<file path="src/rtl/core_cmd_rsp_pkg.sv">
// Shared constants and types for the core-side L3 command responder.
// Opcodes, bus widths and the one-hot FSM state set.
package core_cmd_rsp_pkg;

  localparam int ADDR_W = 16;
  localparam int DATA_W = 8;
  localparam int SIZE_W = 16;

  localparam logic [7:0] OP_WR = 8'h01;
  localparam logic [7:0] OP_RD = 8'h02;

  localparam int I_IDLE    = 0;
  localparam int I_WRITE   = 1;
  localparam int I_RD_REQ  = 2;
  localparam int I_RD_WAIT = 3;
  localparam int I_RD_OUT  = 4;
  localparam int I_DONE    = 5;
  localparam int I_ERR     = 6;

  typedef enum logic [6:0] {
    IDLE    = 7'b0000001,
    WRITE   = 7'b0000010,
    RD_REQ  = 7'b0000100,
    RD_WAIT = 7'b0001000,
    RD_OUT  = 7'b0010000,
    DONE    = 7'b0100000,
    ERR     = 7'b1000000
  } state_t;

endpackage

</file>
<file path="src/rtl/core_cmd_rsp_if.sv">
// Command, byte-stream and memory-port bundle of core_cmd_rsp.
// master = issuer/memory side, slave = responder.
interface core_cmd_rsp_if;
  import core_cmd_rsp_pkg::*;

  logic              cmd_en;
  logic [7:0]        cmd_op;
  logic [ADDR_W-1:0] cmd_extend;
  logic [SIZE_W-1:0] wr_size;
  logic              cmd_rdy;
  logic              wr_vld;
  logic [DATA_W-1:0] wr_data;
  logic              wr_rdy;
  logic              rd_vld;
  logic [DATA_W-1:0] rd_data;
  logic              rd_rdy;
  logic              mem_en;
  logic              mem_we;
  logic [ADDR_W-1:0] mem_addr;
  logic [DATA_W-1:0] mem_wdata;
  logic [DATA_W-1:0] mem_rdata;
  logic              cmd_done;
  logic              cmd_err;

  modport master (
    output cmd_en, cmd_op, cmd_extend, wr_size,
    output wr_vld, wr_data, rd_rdy, mem_rdata,
    input  cmd_rdy, wr_rdy, rd_vld, rd_data,
    input  mem_en, mem_we, mem_addr, mem_wdata,
    input  cmd_done, cmd_err
  );

  modport slave (
    input  cmd_en, cmd_op, cmd_extend, wr_size,
    input  wr_vld, wr_data, rd_rdy, mem_rdata,
    output cmd_rdy, wr_rdy, rd_vld, rd_data,
    output mem_en, mem_we, mem_addr, mem_wdata,
    output cmd_done, cmd_err
  );

endinterface

</file>
<file path="src/rtl/core_cmd_addr_cnt.sv">
// Burst address incrementer (16-bit wrap) and remaining-byte counter.
// last flags the final byte of the burst.
module core_cmd_addr_cnt
  import core_cmd_rsp_pkg::*;
(
  input  logic              clk,
  input  logic              clr,
  input  logic              load,
  input  logic              step,
  input  logic [ADDR_W-1:0] addr_ld,
  input  logic [SIZE_W-1:0] cnt_ld,
  output logic [ADDR_W-1:0] addr,
  output logic              last
);

  logic [SIZE_W-1:0] cnt;

  always_ff @(posedge clk) begin
    if (clr) begin
      addr <= '0;
      cnt  <= '0;
    end else if (load) begin
      addr <= addr_ld;
      cnt  <= cnt_ld;
    end else if (step) begin
      addr <= addr + ADDR_W'(1);
      cnt  <= cnt - SIZE_W'(1);
    end
  end

  assign last = (cnt == SIZE_W'(1));

endmodule

</file>
<file path="src/rtl/core_cmd_rsp.sv">
// Core-side L3 command responder: byte-wise write/read bursts
// against the core memory port, done/err reported as pulses.
module core_cmd_rsp
  import core_cmd_rsp_pkg::*;
(
  input  logic          clk,
  input  logic          rst,
  input  logic          clr_core,
  core_cmd_rsp_if.slave bus
);

  state_t            state;
  logic              cmd_rdy_q;
  logic [7:0]        op;
  logic [DATA_W-1:0] rd_data_q;
  logic [ADDR_W-1:0] addr;
  logic              last;
  logic              clr;
  logic              load;
  logic              wr_hs;
  logic              rd_hs;
  logic              wr_ok;
  logic              rd_ok;

  assign clr   = rst | clr_core;
  assign wr_ok = (bus.cmd_op == OP_WR) && (bus.wr_size != '0);
  assign rd_ok = (bus.cmd_op == OP_RD) && (bus.wr_size != '0);
  assign load  = state[I_IDLE] & bus.cmd_en;
  assign wr_hs = state[I_WRITE] & bus.wr_vld;
  assign rd_hs = state[I_RD_OUT] & bus.rd_rdy;

  core_cmd_addr_cnt u_addr_cnt (
    .clk     (clk),
    .clr     (clr),
    .load    (load),
    .step    (wr_hs | rd_hs),
    .addr_ld (bus.cmd_extend),
    .cnt_ld  (bus.wr_size),
    .addr    (addr),
    .last    (last)
  );

  // cmd_rdy is its own flop so it stays low through reset/clear
  always_ff @(posedge clk) begin
    if (clr) begin
      state     <= IDLE;
      cmd_rdy_q <= 1'b0;
      op        <= '0;
      rd_data_q <= '0;
    end else begin
      cmd_rdy_q <= 1'b0;
      unique case (1'b1)
        state[I_IDLE]: begin
          cmd_rdy_q <= 1'b1;
          if (bus.cmd_en) begin
            op        <= bus.cmd_op;
            cmd_rdy_q <= 1'b0;
            if (wr_ok)      state <= WRITE;
            else if (rd_ok) state <= RD_REQ;
            else            state <= ERR;
          end
        end
        state[I_WRITE]:
          if (bus.wr_vld && last) state <= DONE;
        state[I_RD_REQ]:
          state <= RD_WAIT;
        state[I_RD_WAIT]: begin
          rd_data_q <= bus.mem_rdata;
          state     <= RD_OUT;
        end
        state[I_RD_OUT]:
          if (bus.rd_rdy) state <= last ? DONE : RD_REQ;
        state[I_DONE], state[I_ERR]: begin
          state     <= IDLE;
          cmd_rdy_q <= 1'b1;
        end
        default: state <= IDLE;
      endcase
    end
  end

  assign bus.cmd_rdy   = cmd_rdy_q;
  assign bus.wr_rdy    = state[I_WRITE];
  assign bus.rd_vld    = state[I_RD_OUT];
  assign bus.rd_data   = rd_data_q;
  assign bus.cmd_done  = state[I_DONE];
  assign bus.cmd_err   = state[I_ERR];
  assign bus.mem_en    = wr_hs | state[I_RD_REQ];
  assign bus.mem_we    = bus.mem_en & (op == OP_WR);
  assign bus.mem_addr  = addr;
  assign bus.mem_wdata = state[I_WRITE] ? bus.wr_data : '0;

endmodule

</file>
<file path="src/flat_wrapper.sv">
// flat-port wrapper written by rule: the top's interface ports become plain ports
module core_cmd_rsp_flat import core_cmd_rsp_pkg::*;
  (clk, rst, clr_core, bus_cmd_en, bus_cmd_op, bus_cmd_extend, bus_wr_size, bus_wr_vld, bus_wr_data, bus_rd_rdy, bus_mem_rdata, bus_cmd_rdy, bus_wr_rdy, bus_rd_vld, bus_rd_data, bus_mem_en, bus_mem_we, bus_mem_addr, bus_mem_wdata, bus_cmd_done, bus_cmd_err);
  core_cmd_rsp_if bus_i ();
  input  logic clk;
  input  logic rst;
  input  logic clr_core;
  input wire logic [$bits(bus_i.cmd_en)-1:0] bus_cmd_en;
  input wire logic [$bits(bus_i.cmd_op)-1:0] bus_cmd_op;
  input wire logic [$bits(bus_i.cmd_extend)-1:0] bus_cmd_extend;
  input wire logic [$bits(bus_i.wr_size)-1:0] bus_wr_size;
  input wire logic [$bits(bus_i.wr_vld)-1:0] bus_wr_vld;
  input wire logic [$bits(bus_i.wr_data)-1:0] bus_wr_data;
  input wire logic [$bits(bus_i.rd_rdy)-1:0] bus_rd_rdy;
  input wire logic [$bits(bus_i.mem_rdata)-1:0] bus_mem_rdata;
  output wire logic [$bits(bus_i.cmd_rdy)-1:0] bus_cmd_rdy;
  output wire logic [$bits(bus_i.wr_rdy)-1:0] bus_wr_rdy;
  output wire logic [$bits(bus_i.rd_vld)-1:0] bus_rd_vld;
  output wire logic [$bits(bus_i.rd_data)-1:0] bus_rd_data;
  output wire logic [$bits(bus_i.mem_en)-1:0] bus_mem_en;
  output wire logic [$bits(bus_i.mem_we)-1:0] bus_mem_we;
  output wire logic [$bits(bus_i.mem_addr)-1:0] bus_mem_addr;
  output wire logic [$bits(bus_i.mem_wdata)-1:0] bus_mem_wdata;
  output wire logic [$bits(bus_i.cmd_done)-1:0] bus_cmd_done;
  output wire logic [$bits(bus_i.cmd_err)-1:0] bus_cmd_err;
  assign bus_i.cmd_en = bus_cmd_en;
  assign bus_i.cmd_op = bus_cmd_op;
  assign bus_i.cmd_extend = bus_cmd_extend;
  assign bus_i.wr_size = bus_wr_size;
  assign bus_i.wr_vld = bus_wr_vld;
  assign bus_i.wr_data = bus_wr_data;
  assign bus_i.rd_rdy = bus_rd_rdy;
  assign bus_i.mem_rdata = bus_mem_rdata;
  assign bus_cmd_rdy = bus_i.cmd_rdy;
  assign bus_wr_rdy = bus_i.wr_rdy;
  assign bus_rd_vld = bus_i.rd_vld;
  assign bus_rd_data = bus_i.rd_data;
  assign bus_mem_en = bus_i.mem_en;
  assign bus_mem_we = bus_i.mem_we;
  assign bus_mem_addr = bus_i.mem_addr;
  assign bus_mem_wdata = bus_i.mem_wdata;
  assign bus_cmd_done = bus_i.cmd_done;
  assign bus_cmd_err = bus_i.cmd_err;
  core_cmd_rsp u_core (.clk(clk), .rst(rst), .clr_core(clr_core), .bus(bus_i));
endmodule
</file>
<file path="config.mk">
export PLATFORM = sky130hd
export DESIGN_NAME = core_cmd_rsp_flat
export DESIGN_NICKNAME = d
export VERILOG_FILES = /design/src/rtl/core_cmd_rsp_pkg.sv /design/src/rtl/core_cmd_rsp_if.sv /design/src/rtl/core_cmd_addr_cnt.sv /design/src/rtl/core_cmd_rsp.sv /design/src/flat_wrapper.sv
export SDC_FILE = /design/constraint.sdc
export NUM_CORES = 1
export LEC_CHECK = 0
export BUFFER_PORTS_ARGS = -buffer_cell sky130_fd_sc_hd__buf_2
export CORE_MARGIN = 8
export CORE_UTILIZATION = 53
export DETAILED_ROUTE_END_ITERATION = 16
export GPL_TIMING_DRIVEN = 0
export PLACE_DENSITY = 0.85
export SETUP_SLACK_MARGIN = 0.1
export SYNTH_ARGS = -nofsm -noshare
export SYNTH_HDL_FRONTEND = slang
export SYNTH_SLANG_ARGS = --single-unit
</file>
<file path="constraint.sdc">
create_clock -name clk -period 3.2 [get_ports clk]
set_input_delay 0 -clock clk [delete_from_list [all_inputs] [get_ports clk]]
set_output_delay 0 -clock clk [all_outputs]
set_load 0.03 [all_outputs]
</file>
==> results.py, run 1 <==
metrics = {
    "cells_and_area": {
        "drive_above_1_share_pct": 26.2,
        "fin_util_pct": 75.7,
        "antenna_cells": 0,
        "ff_latch_area_um2": 1120,
        "multiInputGateArea_um2": 1560,
        "area_growth_pct": 38.9,
        "nets": 534,
        "n_fill_cell": 371,
    },
    "detailed_routing": {
        "firstDrtPassIters": 4,
        "drt_wl_total_um": 8490,
        "post_drt_wl_per_cell_um": 15.7,
        "ant_nets": 0,
        "drt_iter0_markers": 206,
        "vias": 2939,
        "post-route-drc-count": 0,
        "viasPerCell": 5.44,
    },
    "grt": {
        "antenna_found_initial": 0,
        "overflow": 0,
        "grt_usage_pct": 22.2,
        "grt_start_max_net_pins": 18,
        "grt_first_pass_wirelength_um": 13800,
        "grt_pass1_vias": 2936,
    },
    "critical_path": {
        "worst-setup-path-type": "reg2reg",
        "cp-startpoint": "u_core.u_addr_cnt.cnt[0]",
        "critical_path_required_ps": 3410,
        "r2r_cells": 6,
        "rrSetupSlack_ps": 1340,
        "cp_max_fo": 5,
        "setup.worst_path.start_class": "flop",
        "arrival_ps": 2070,
        "setup.worst_path.end": "u_core.state[2]",
        "timing.rr.end": "u_core.state[2]",
        "rr_startpoint": "u_core.u_addr_cnt.cnt[0]",
        "cp-end-kind": "flop",
    },
    "synth": {
        "synth.most_common_cell": "dfxtp_1",
        "synthArstFlopShare_pct": 0,
        "ys_seq_area_share_pct": 40.5,
        "syn-instance-count": 323,
        "synth_flop_cell": "dfxtp_1",
        "synth_seq_cells": 56,
        "synthesis.area_um2": 2770,
        "synth_edf_count": 0,
        "synth_commonest_cells": "56 x dfxtp_1, 37 x nand2_1, 34 x a21oi_1, 30 x nor2_1, 22 x o21ai_0",
        "synth_top_area_share_pct": 40.5,
        "synth.avg_cell_area_um2": 8.56,
        "yosys-top-cells-area": "dfxtp_1 41%, xor2_1 6.6%, a21oi_1 6.2%, nand2_1 5.0%, nor2_1 4.1%",
        "synth.net_count": 388,
        "yosysUniqueCellTypes": 47,
        "yosysWarnings": 0,
        "yosysTopAreaCell": "dfxtp_1",
    },
    "timing": {
        "final_hold_viol_count": 0,
        "finalSetupTns_ps": 0,
        "max_freq_mhz": 539,
        "drv_slew": 0,
        "setup_viol": 0,
        "skew_ps": 8.26,
        "worst_slew_pin_slew_ps": 641,
        "rsz0062_at_grt": "no",
        "hold_slack_ps": 7.36,
        "relSlewSlack_pct": 57.3,
        "post-route-min-period_ps": 1860,
        "finalCritPeriodShare_pct": 58.0,
    },
    "power": {
        "peakVddDrop_uv": 346,
        "power_density_nw_per_um2": 358,
        "report.power.total_w": 0.00138,
        "p_leak_nw": 1.65,
    },
    "clock_tree": {
        "cts_buffers": 5,
        "root_buffer": "clkbuf_8",
        "clk_latency_ps": 310,
        "path_clk_slew_ps": 100,
        "cts_tree": "done",
        "clock-sinks": 56,
        "cts_buffer_depth": 2,
        "cts_max_level": 2,
        "cts_resized": 0,
    },
    "place": {
        "port_buffers": 100,
        "place.gp.congestion": 0.882,
        "place_hpwl_um": 5930,
    },
    "hold_path": {
        "min_path_type": "in2reg",
    },
    "run_status": {
        "status": "finished clean",
    },
    "die": {
        "dieArea_um2": 7790,
        "rows": 26,
        "core-area_um2": 5070,
        "die_y_um": 88.2,
        "dieWidth_um": 88.2,
        "start_util_pct": 54.5,
        "num_io_pins": 101,
    },
    "job": {
        "maxCapViolations": 0,
    },
}
[flip-flops by register name, indices dropped and copies added, names as in the netlist]
| register | count |
|---|---|
| u_core.u_addr_cnt.cnt | 16 |
| u_core.bus.cmd_rdy | 1 |
| u_core.u_addr_cnt.addr | 16 |
| u_core.bus.rd_data | 8 |
| u_core.state | 7 |
| u_core.op | 8 |
[power breakdown]
| part | internal [W] | leakage, nW | switching (W) |
|---|---|---|---|
| clock network | 0.000176 | 0.0434 | 0.000234 |
| registers | 0.000719 | 0.456 | 0.0000246 |
| logic | 0.000102 | 1.15 | 0.000120 |
[routing by layer]
metal	GRT usage [%]	part of all wire [%]	wire, µm	vias up
li1	-	-	-	1431
met1	25.9	41	3470	1387
met2	38.6	50	4230	108
met3	5.66	7.5	635	13
met4	7.22	1.8	151	0
met5	0	0	0	-
[per-stage QoR]
stage	std cells	setup WS (ps)	cell area (µm²)
6_report	540	1340	3840
5_1_grt	540	1150	3840
4_1_cts	540	1380	3840
3_5_place_dp	493	1410	3350
3_3_place_gp	493	1400	3350
2_1_floorplan	323	1470	2770
[cells in the final DEF, fill, tap and decap left out, types with 2 or more instances in the layout]
master           n
a211oi_1         6
a21oi_1         34
and2_1          10
and3_1           4
and4_1           2
buf_1            3
buf_2          100
clkbuf_1        12
clkbuf_8         6
clkinvlp_4       2
dfxtp_1         56
dlygate4sd3_1   39
ha_1             3
inv_1            5
mux2i_1         10
nand2_1         37
nand2b_1         2
nand3_1         12
nand4_1          6
nand4_2          2
nor2_1          30
nor3_1           2
nor4_1           7
nor4b_1          2
o21ai_0         22
or3_1            3
xnor2_1          9
xor2_1          21
[repair_timing]
action                                 CTS  global route
hold buffers                            39             0
buffers inserted                         0             0
endpoints found under the hold margin   39             0
[worst min path at each step]
stage                            startpoint                   endpoint  slack [ps]  cells after the start
after floorplan               bus_cmd_op[0]               u_core.op[0]         140                      2
after global placement     bus_mem_rdata[0]      u_core.bus.rd_data[0]         230                      3
after detailed placement   bus_mem_rdata[0]      u_core.bus.rd_data[0]         250                      3
after CTS                 bus_cmd_extend[8]  u_core.u_addr_cnt.addr[8]           3                      3
after global routing      bus_cmd_extend[8]  u_core.u_addr_cnt.addr[8]          20                      3
final                        bus_wr_size[6]   u_core.u_addr_cnt.cnt[6]           7                      3
[final cells by class]
class / instances / share of cell area, %
repair buffers: 139 / 23.2
clock inverters: 2 / 0.391
multi-input cells: 246 / 40.6
flip-flops and latches: 56 / 29.2
well taps: 70 / 2.28
clock buffers: 6 / 2.15
inverters: 5 / 0.488
plain buffers: 16 / 1.76
[worst max-delay path, cell delays in order, from the launching register on]
cell and delay, ps:
dfxtp_1 410, ha_1 180, nor4b_1 230, nand4_1 200
or4_1 470, a32oi_1 210, nor2_1 60
[logic make-up (layout without fill, tap and decap cells)]
family / after synthesis / after routing / share of synthesized area [%]
and+or+nand+nor: 130 / 130 / 26.1
DFF: 56 / 56 / 40.5
AOI/OAI and AO/OA: 73 / 73 / 15.8
adders and majority gates: 3 / 3 / 1.36
buffers and inverters: 21 / 168 / 3.12
xor gates and xnor gates: 30 / 30 / 9.50
muxes: 10 / 10 / 3.62
Note: power is estimated with default switching activity, not from simulation.
==> run 2, diff against run 1 <==
- CORE_UTILIZATION: 53 -> 45
- PLACE_DENSITY: 0.85 -> 0.77
- clock period: 3.2 -> 1.5 ns (I/O delays scaled with it)
==> results.py, run 2 (synthesized netlist as in run 1, its figures left out) <==
metrics = {
    "run_status": {
        "status": "finished, violations left",
        "violations": "setup timing",
    },
    "power": {
        "p_leak_nw": 1.84,
        "power_frac_seq_pct": 52.0,
        "p_int_w": 0.00217,
        "switchingPower_w": 0.000871,
        "peakVddDrop_uv": 533,
        "report.power.total_w": 0.00304,
        "clkPwrFrac_pct": 29.5,
        "power_density_nw_per_um2": 706,
        "sw_frac_of_total_pct": 28.7,
        "combPwrFrac_pct": 18.5,
    },
    "die": {
        "core-area_um2": 5920,
        "dieArea_um2": 8910,
        "dieWidth_um": 94.4,
        "rows": 28,
        "start_util_pct": 46.7,
        "num_io_pins": 101,
        "die_y_um": 94.4,
    },
    "timing": {
        "post-route-min-period_ps": 1850,
        "hold_slack_ps": 7.69,
        "final_hold_viol_count": 0,
        "drv_slew": 0,
        "layout_setup_ws_ps": -347,
        "relSlewSlack_pct": 63.7,
        "rsz0062_at_grt": "yes",
        "setup_viol": 8,
        "worst_slew_pin_slew_ps": 544,
        "finalCritPeriodShare_pct": 123,
        "max_freq_mhz": 541,
        "skew_ps": 10.6,
    },
    "cells_and_area": {
        "most-common-layout-cells": "102 x buf_2, 40 x dfxtp_1, 39 x dlygate4sd3_1, 35 x nand2_1, 34 x a21oi_1",
        "fin_util_pct": 72.7,
        "ff_latch_area_um2": 1170,
        "final_common_cell": "buf_2",
        "reg.largest.list": "u_core.u_addr_cnt.addr: 16 flops, u_core.u_addr_cnt.cnt: 16 flops",
        "drive_above_1_share_pct": 40.0,
        "multiInputGateArea_um2": 1770,
        "antenna_cells": 0,
        "area_growth_pct": 55.5,
        "n_fill_cell": 409,
        "nets": 556,
        "finalInstanceArea_um2": 4300,
    },
    "clock_tree": {
        "cts_buffer_depth": 2,
        "cts_tree": "done",
        "cts_max_level": 2,
        "path_clk_slew_ps": 100,
        "clk_latency_ps": 310,
        "cts_buffers": 5,
        "clock-sinks": 56,
        "root_buffer": "clkbuf_8",
    },
    "detailed_routing": {
        "viasPerCell": 5.48,
        "drt_wl_total_um": 9740,
        "post-route-drc-count": 0,
        "drt_iter0_markers": 192,
        "firstDrtPassIters": 6,
        "post_drt_wl_per_cell_um": 17.2,
        "ant_nets": 0,
        "vias": 3106,
    },
    "critical_path": {
        "arrival_ps": 2060,
        "worst_path_max_delay_cell": "or4_4",
        "critical_path_required_ps": 1710,
        "worst-setup-path-type": "reg2reg",
        "cp_max_fo": 2,
        "slowest_delay_ps": 530,
        "path_cells": "inv_2 > ha_4 > nor4b_4 > nand4_1 > or4_4 > a32oi_1 > nor2_1",
        "setup.worst_path.start_class": "flop",
        "cp-end-kind": "flop",
    },
    "grt": {
        "grt_first_pass_wirelength_um": 15100,
        "overflow": 0,
        "grt_pass1_vias": 3212,
        "grt_start_max_net_pins": 18,
        "antenna_found_initial": 0,
        "grt_usage_pct": 20.7,
    },
    "place": {
        "place_hpwl_um": 6280,
        "port_buffers": 100,
        "dp_slack_ps": -220,
        "place_area_um2": 3410,
        "place.gp.congestion": 0.884,
    },
    "job": {
        "maxCapViolations": 0,
    },
    "hold_path": {
        "min_path_type": "in2reg",
    },
}
[run 2: metal layers]
metal	wire length, µm	GRT usage (%)
met2	4890	35.8
met5	0	0
met3	876	5.79
met4	89	4.10
met1	3880	25.0
[run 2: timing repair]
action | CTS | global route
resized for setup | 34 | 30
setup endpoints to repair | 38 | 38
setup buffers | 16 | 7
endpoints found under the hold margin | 39 | 0
pin swaps | 21 | 20
hold buffers | 39 | 0
[run 2: path summary, 6_finish.rpt]
kind,from,end,slack (ps),depth (start not counted)
setup / recovery,u_core.u_addr_cnt.cnt[1],u_core.state[2],-350,7
hold / removal,bus_wr_size[7],u_core.u_addr_cnt.cnt[7],8,3
setup reg to reg,u_core.u_addr_cnt.cnt[1],u_core.state[2],-350,7
hold reg to reg,u_core.op[2],u_core.op[2],460,2
[run 2: layout make-up]
type	count	area share [%]
Timing Repair Buffer	161	24.9
Buffer	16	1.92
Multi-Input combinational cell	246	41.2
Inverter	5	0.494
Clock inverter	1	0.204
Clock buffer	7	2.01
Tap cell	75	2.18
Sequential cell	56	27.2
[run 2: power groups by stage]
stage          Combinational, W  Sequential, W  Clock [W]
6_report               0.000562        0.00158   0.000895
3_3_place_gp           0.000384        0.00161          0
4_1_cts                0.000517        0.00158   0.000894
2_1_floorplan          0.000180        0.00165          0
3_5_place_dp           0.000389        0.00161          0
5_1_grt                0.000608        0.00159   0.000953
[run 2: worst max-delay path, delay by kind of cell (launching register included)]
family	cells	cell delay [ps]
and+or+nand+nor	4	1000
adders and majority gates	1	120
buffers and inverters	1	70
DFF	1	340
AOI/OAI and AO/OA	1	220
[run 2: metrics by stage]
stage,std cells,TNS [ps]
finish,567,-1050
global route,567,-1760
CTS,561,-547
detailed placement,498,-2470
global placement,498,-1970
floorplan,323,-6.96
